===== src/rtl/wm_pkg.sv =====
// wm_pkg: state codes shared by the cycle controller and the timer block, plus the watchdog default limit.
package wm_pkg;

    typedef enum logic [2:0] {
        IDLE  = 3'd0,
        LOCK  = 3'd1,
        FILL  = 3'd2,
        HEAT  = 3'd3,
        WASH  = 3'd4,
        RINSE = 3'd5,
        SPIN  = 3'd6,
        DONE  = 3'd7
    } wm_state_t;

    localparam int WDOG_LIMIT_DEFAULT = 16;

    // States that wait on a timer flag and are therefore watched for stalls.
    function automatic logic is_timed(wm_state_t s);
        return s inside {FILL, HEAT, WASH, RINSE, SPIN};
    endfunction

endpackage


===== src/rtl/wm_watchdog.sv =====
// wm_watchdog: counts cycles spent in one timed state and flags expiry on the last allowed cycle.
module wm_watchdog
    import wm_pkg::*;
#(
    parameter int LIMIT = WDOG_LIMIT_DEFAULT
) (
    input  logic clock,
    input  logic reset_n,
    input  logic clear,
    input  logic enable,
    output logic expired
);

    localparam int W = $clog2(LIMIT);
    localparam logic [W-1:0] LAST = W'(LIMIT - 1);

    logic [W-1:0] cnt_q;

    assign expired = enable && cnt_q == LAST;

    // Restart on every state change, otherwise count up and hold at the last value.
    always_ff @(posedge clock or negedge reset_n) begin
        if (!reset_n) cnt_q <= '0;
        else if (clear) cnt_q <= '0;
        else if (enable && cnt_q != LAST) cnt_q <= cnt_q + 1'b1;
    end

endmodule


===== src/rtl/wm_cycle_controller.sv =====
// wm_cycle_controller: washing-machine cycle FSM with registered Moore actuator outputs.
// Define WM_WATCHDOG_EN to build the stall watchdog and the sticky err flag.
module wm_cycle_controller
    import wm_pkg::*;
#(
    parameter int WDOG_LIMIT = WDOG_LIMIT_DEFAULT
) (
    input  logic       clock,
    input  logic       reset_n,
    input  logic       start,
    input  logic       door_closed,
    input  logic       cancel,
    input  logic       sig_Full,
    input  logic       sig_Temperature,
    input  logic       sig_Completed,
    output logic [2:0] state,
    output logic       water_valve,
    output logic       heater,
    output logic       motor_wash,
    output logic       drain_pump,
    output logic       motor_spin,
    output logic       door_lock,
    output logic       done,
    output logic       err
);

    if (WDOG_LIMIT < 2) begin : g_bad_limit
        $error("WDOG_LIMIT must be at least 2");
    end

    wm_state_t state_q, state_d;
    logic      wdog_trip;

    assign state = state_q;

`ifdef WM_WATCHDOG_EN
    logic err_q;

    wm_watchdog #(.LIMIT(WDOG_LIMIT)) u_wdog (
        .clock   (clock),
        .reset_n (reset_n),
        .clear   (state_d != state_q),
        .enable  (is_timed(state_q)),
        .expired (wdog_trip)
    );

    // Sticky fault: set on a watchdog trip, cleared when the next cycle is accepted.
    always_ff @(posedge clock or negedge reset_n) begin
        if (!reset_n) err_q <= 1'b0;
        else if (wdog_trip) err_q <= 1'b1;
        else if (state_q == IDLE && state_d == LOCK) err_q <= 1'b0;
    end

    assign err = err_q;
`else
    assign wdog_trip = 1'b0;
    assign err       = 1'b0;
`endif

    // Next state: cancel beats the done flags, the watchdog beats everything.
    always_comb begin
        state_d = state_q;
        case (state_q)
            IDLE:  state_d = (start && door_closed) ? LOCK : IDLE;
            LOCK:  state_d = FILL;
            FILL:  state_d = cancel ? SPIN : sig_Full ? HEAT : FILL;
            HEAT:  state_d = cancel ? SPIN : sig_Temperature ? WASH : HEAT;
            WASH:  state_d = cancel ? SPIN : sig_Completed ? RINSE : WASH;
            RINSE: state_d = (cancel || sig_Completed) ? SPIN : RINSE;
            SPIN:  state_d = sig_Completed ? DONE : SPIN;
            DONE:  state_d = door_closed ? DONE : IDLE;
        endcase
        if (wdog_trip) state_d = IDLE;
    end

    // State register with actuators decoded from the next state so they line up with it.
    always_ff @(posedge clock or negedge reset_n) begin
        if (!reset_n) begin
            state_q     <= IDLE;
            water_valve <= 1'b0;
            heater      <= 1'b0;
            motor_wash  <= 1'b0;
            drain_pump  <= 1'b0;
            motor_spin  <= 1'b0;
            door_lock   <= 1'b0;
            done        <= 1'b0;
        end else begin
            state_q     <= state_d;
            water_valve <= state_d inside {FILL, RINSE};
            heater      <= state_d == HEAT;
            motor_wash  <= state_d inside {WASH, RINSE};
            drain_pump  <= state_d inside {RINSE, SPIN};
            motor_spin  <= state_d == SPIN;
            door_lock   <= state_d == LOCK || is_timed(state_d);
            done        <= state_d == DONE;
        end
    end

endmodule


===== config.mk =====
export PLATFORM = sky130hd
export DESIGN_NAME = wm_cycle_controller
export DESIGN_NICKNAME = d
export VERILOG_FILES = /design/src/rtl/wm_pkg.sv /design/src/rtl/wm_watchdog.sv /design/src/rtl/wm_cycle_controller.sv
export SDC_FILE = /design/constraint.sdc
export NUM_CORES = 1
export LEC_CHECK = 0
export ABC_AREA = 0
export CORE_AREA = 2 2 39 41
export DETAILED_ROUTE_END_ITERATION = 12
export DIE_AREA = 0 0 41 43
export PLACE_DENSITY = 0.73
export SYNTH_ARGS = -nofsm -noshare
export SYNTH_HDL_FRONTEND = slang
export SYNTH_HIERARCHICAL = 1
export SYNTH_SLANG_ARGS = --single-unit

===== constraint.sdc =====
create_clock -name clock -period 2.25 [get_ports clock]
set_input_delay 0.45 -clock clock [delete_from_list [all_inputs] [get_ports clock]]
set_output_delay 0.45 -clock clock [all_outputs]
set_load 0.005 [all_outputs]

==> impl_metrics.env <==
export IMPL_crit_path_max_fanout=12
export IMPL_slowest_delay_ns=0.58
export IMPL_hold_viol=0
export IMPL_worstRegToRegCells=5
export IMPL_yosysWarnings=6
export IMPL_dp_final_hpwl_um=714
export IMPL_die_x_um=41
export IMPL_startpoint_type="flip-flop"
export IMPL_cts_root_buf="clkbuf_4"
export IMPL_path_depth=1
export IMPL_grt_max_degree=15
export IMPL_rsz0062_at_grt="false"
export IMPL_synth_area_um2=541
export IMPL_wl_per_cell_um=11.0
export IMPL_clock_latency_ns=0.26
export IMPL_slowest_stage="dfrtp_1"
export IMPL_worstPathCellList="clkdlybuf4s50_1"
export IMPL_cts_sinks=10
export IMPL_utilization=0.526
export IMPL_synthSimpleGateAreaFrac=0.248
export IMPL_p_leak_uw=0.000318
export IMPL_clockBufferDepth=2
export IMPL_period_share=0.832
export IMPL_setup_viol=0
export IMPL_slew_viol_final=0
export IMPL_start_util=0.391
export IMPL_gp_congestion=0.724
export IMPL_postCtsHoldBufs=0
export IMPL_antenna_cells=0
export IMPL_drt_drc_violations_left=0
export IMPL_synthCells=52
export IMPL_grt_use_total=0.124
export IMPL_period_needed_ns=1.87
export IMPL_nNetsFinal=78
export IMPL_synth_distinct_cells=28
export IMPL_fp_row_count=14
export IMPL_crit_type="reg2out"
export IMPL_drive_gt1_frac=0.162
export IMPL_syn_area_per_cell_um2=10.4
export IMPL_synthXorXnorAreaFrac=0
export IMPL_via_per_inst=5.07
export IMPL_ant_nets=0
export IMPL_port_buffers=17
export IMPL_htreeDepth=1
export IMPL_io_pins=19
export IMPL_num_vias=426
export IMPL_synth_fa_ha_area_frac=0
export IMPL_muxShareOfSynthArea=0.0370
export IMPL_totalWireLength_um=922
export IMPL_cts_setup_buffers=0
export IMPL_core_mm2=0.00138
export IMPL_dieArea_mm2=0.00176
export IMPL_fmax_mhz=534
export IMPL_numCtsBuffers=3
export IMPL_maxCapViolCount=0
export IMPL_syn_num_nets=60
export IMPL_drt_iter0_drc=9
export IMPL_tns_ns=0
export IMPL_grt_pass1_vias=342
export IMPL_critPathTopFamily="flip-flops"
export IMPL_grt_pass1_wl_mm=1.46
export IMPL_grt_overflow=0
export IMPL_synth_compound_area_frac=0.171
export IMPL_ys_seq_area_frac=0.463
export IMPL_syn2layout_area_growth_pct=34.7
export IMPL_cts_tree="yes"
export IMPL_hold_class="in2async"
export IMPL_fin_skew_ns=0.000438
export IMPL_worstPathRequired_ns=1.80
export IMPL_status="complete, no violations"
export IMPL_end_kind="output port"
export IMPL_cp_data_arrival_time_ns=1.42
export IMPL_synth_top_family_by_area="simple AND/OR/NAND/NOR gates"
export IMPL_antenna_found_initial=0
export IMPL_ys_ff_latch=10
export IMPL_ctsResizeCount=0
export IMPL_drtPass1Iterations=3
export IMPL_fp_dieH_um=43
export IMPL_r2r_slack_ns=0.52
export IMPL_irDropWorstVdd_v=0.000399
export IMPL_powerDensity_mw_per_mm2=1210
export IMPL_critPathBufInv=1
export IMPL_clkTransAtPathRegs_ns=0.06
path summary, 6_finish.rpt:
| check | start | end |
|---|---|---|
| hold / removal | reset_n | state[1] |
| hold reg to reg | state[2] | done |
| setup / recovery | state[0] | state[0] |
| max in group asynchronous | reset_n | motor_spin |
| min in group clock | state[2] | done |
| setup reg to reg | state[1] | water_valve |
state kept, by name, summed over array words and instances (netlist names):
signal and count:
drain_pump 1, done 1, door_lock 1, water_valve 1, motor_spin 1, state 3
motor_wash 1, heater 1
per-stage QoR:
| step | cell area [um^2] | std cells | hold slack [ns] | setup slack, ns | power, uW |
|---|---|---|---|---|---|
| 2_1_floorplan | 541 | 52 | 0.154 | 0.695 | 596 |
| 6_report | 728 | 84 | 0.489 | 0.379 | 878 |
| 5_1_grt | 728 | 84 | 0.516 | 0.280 | 945 |
| 4_1_cts | 728 | 84 | 0.495 | 0.373 | 887 |
| 3_5_place_dp | 706 | 81 | 0.691 | 0.123 | 770 |
| 3_3_place_gp | 706 | 81 | 0.690 | 0.150 | 772 |
report_power, final:
part / total (uW) / switching, uW / internal, uW
clock: 117 / 55.3 / 61.5
combinational: 425 / 174 / 252
sequential: 336 / 84.0 / 252
cell families (layout without fill, tap and decap cells):
kind of cell    count (synthesis)  count (layout)
flops                          10              10
compound gates                 12              12
simple gates                   19              19
mux                             2               2
other cells                     1               1
buf+inv                         8              24
cell type report:
cell class,instances,area (um^2)
fill,138,656
sequential,10,250
multi-input combinational,34,250
timing repair buffer,17,170
clock buffer,3,22.5
tap,16,20.0
inverter,4,15.0
Yosys cell counts:
cell / count / area (um^2)
a211o_1: 1 / 8.76
a21o_1: 2 / 15.0
a21oi_1: 4 / 20.0
a21oi_2: 1 / 8.76
a22o_1: 1 / 8.76
a311o_1: 1 / 10.0
a311oi_2: 1 / 15.0
and3_1: 1 / 6.26
and4b_1: 1 / 10.0
buf_2: 2 / 10.0
buf_4: 2 / 15.0
conb_1: 1 / 3.75
dfrtp_1: 10 / 250
inv_1: 3 / 11.3
inv_2: 1 / 3.75
mux2i_1: 2 / 20.0
nand2_1: 2 / 7.51
nand3b_1: 2 / 15.0
nand4_1: 1 / 6.26
nand4_4: 1 / 21.3
nand4b_1: 1 / 8.76
nor2_1: 3 / 11.3
nor2_2: 2 / 12.5
nor2b_1: 2 / 12.5
nor3_2: 1 / 10.0
o22ai_1: 1 / 6.26
or2_2: 1 / 6.26
or3_1: 1 / 6.26
layer usage:
metal,part of all wire,GRT usage
met5,0,0
met4,0.031,0.0800
met3,0.040,0.0314
met2,0.47,0.172
met1,0.45,0.163
cells in the final DEF, fill, tap and decap left out, drive strengths merged:
cell and count:
clkbuf 3, clkdlybuf4s50 17, dfrtp 10, mux2i 2, nand4b 1, inv 4, and3 1, or3 1
and4b 1, nand2 2, nor3 1, a311o 1, nand4 2, a211o 1, or2 1, a311oi 1
nand3b 2, conb 1, o22ai 1, nor2b 2, a22o 1, nor2 5, a21o 2, a21oi 5
No activity file was read; power rests on OpenSTA's default activity.
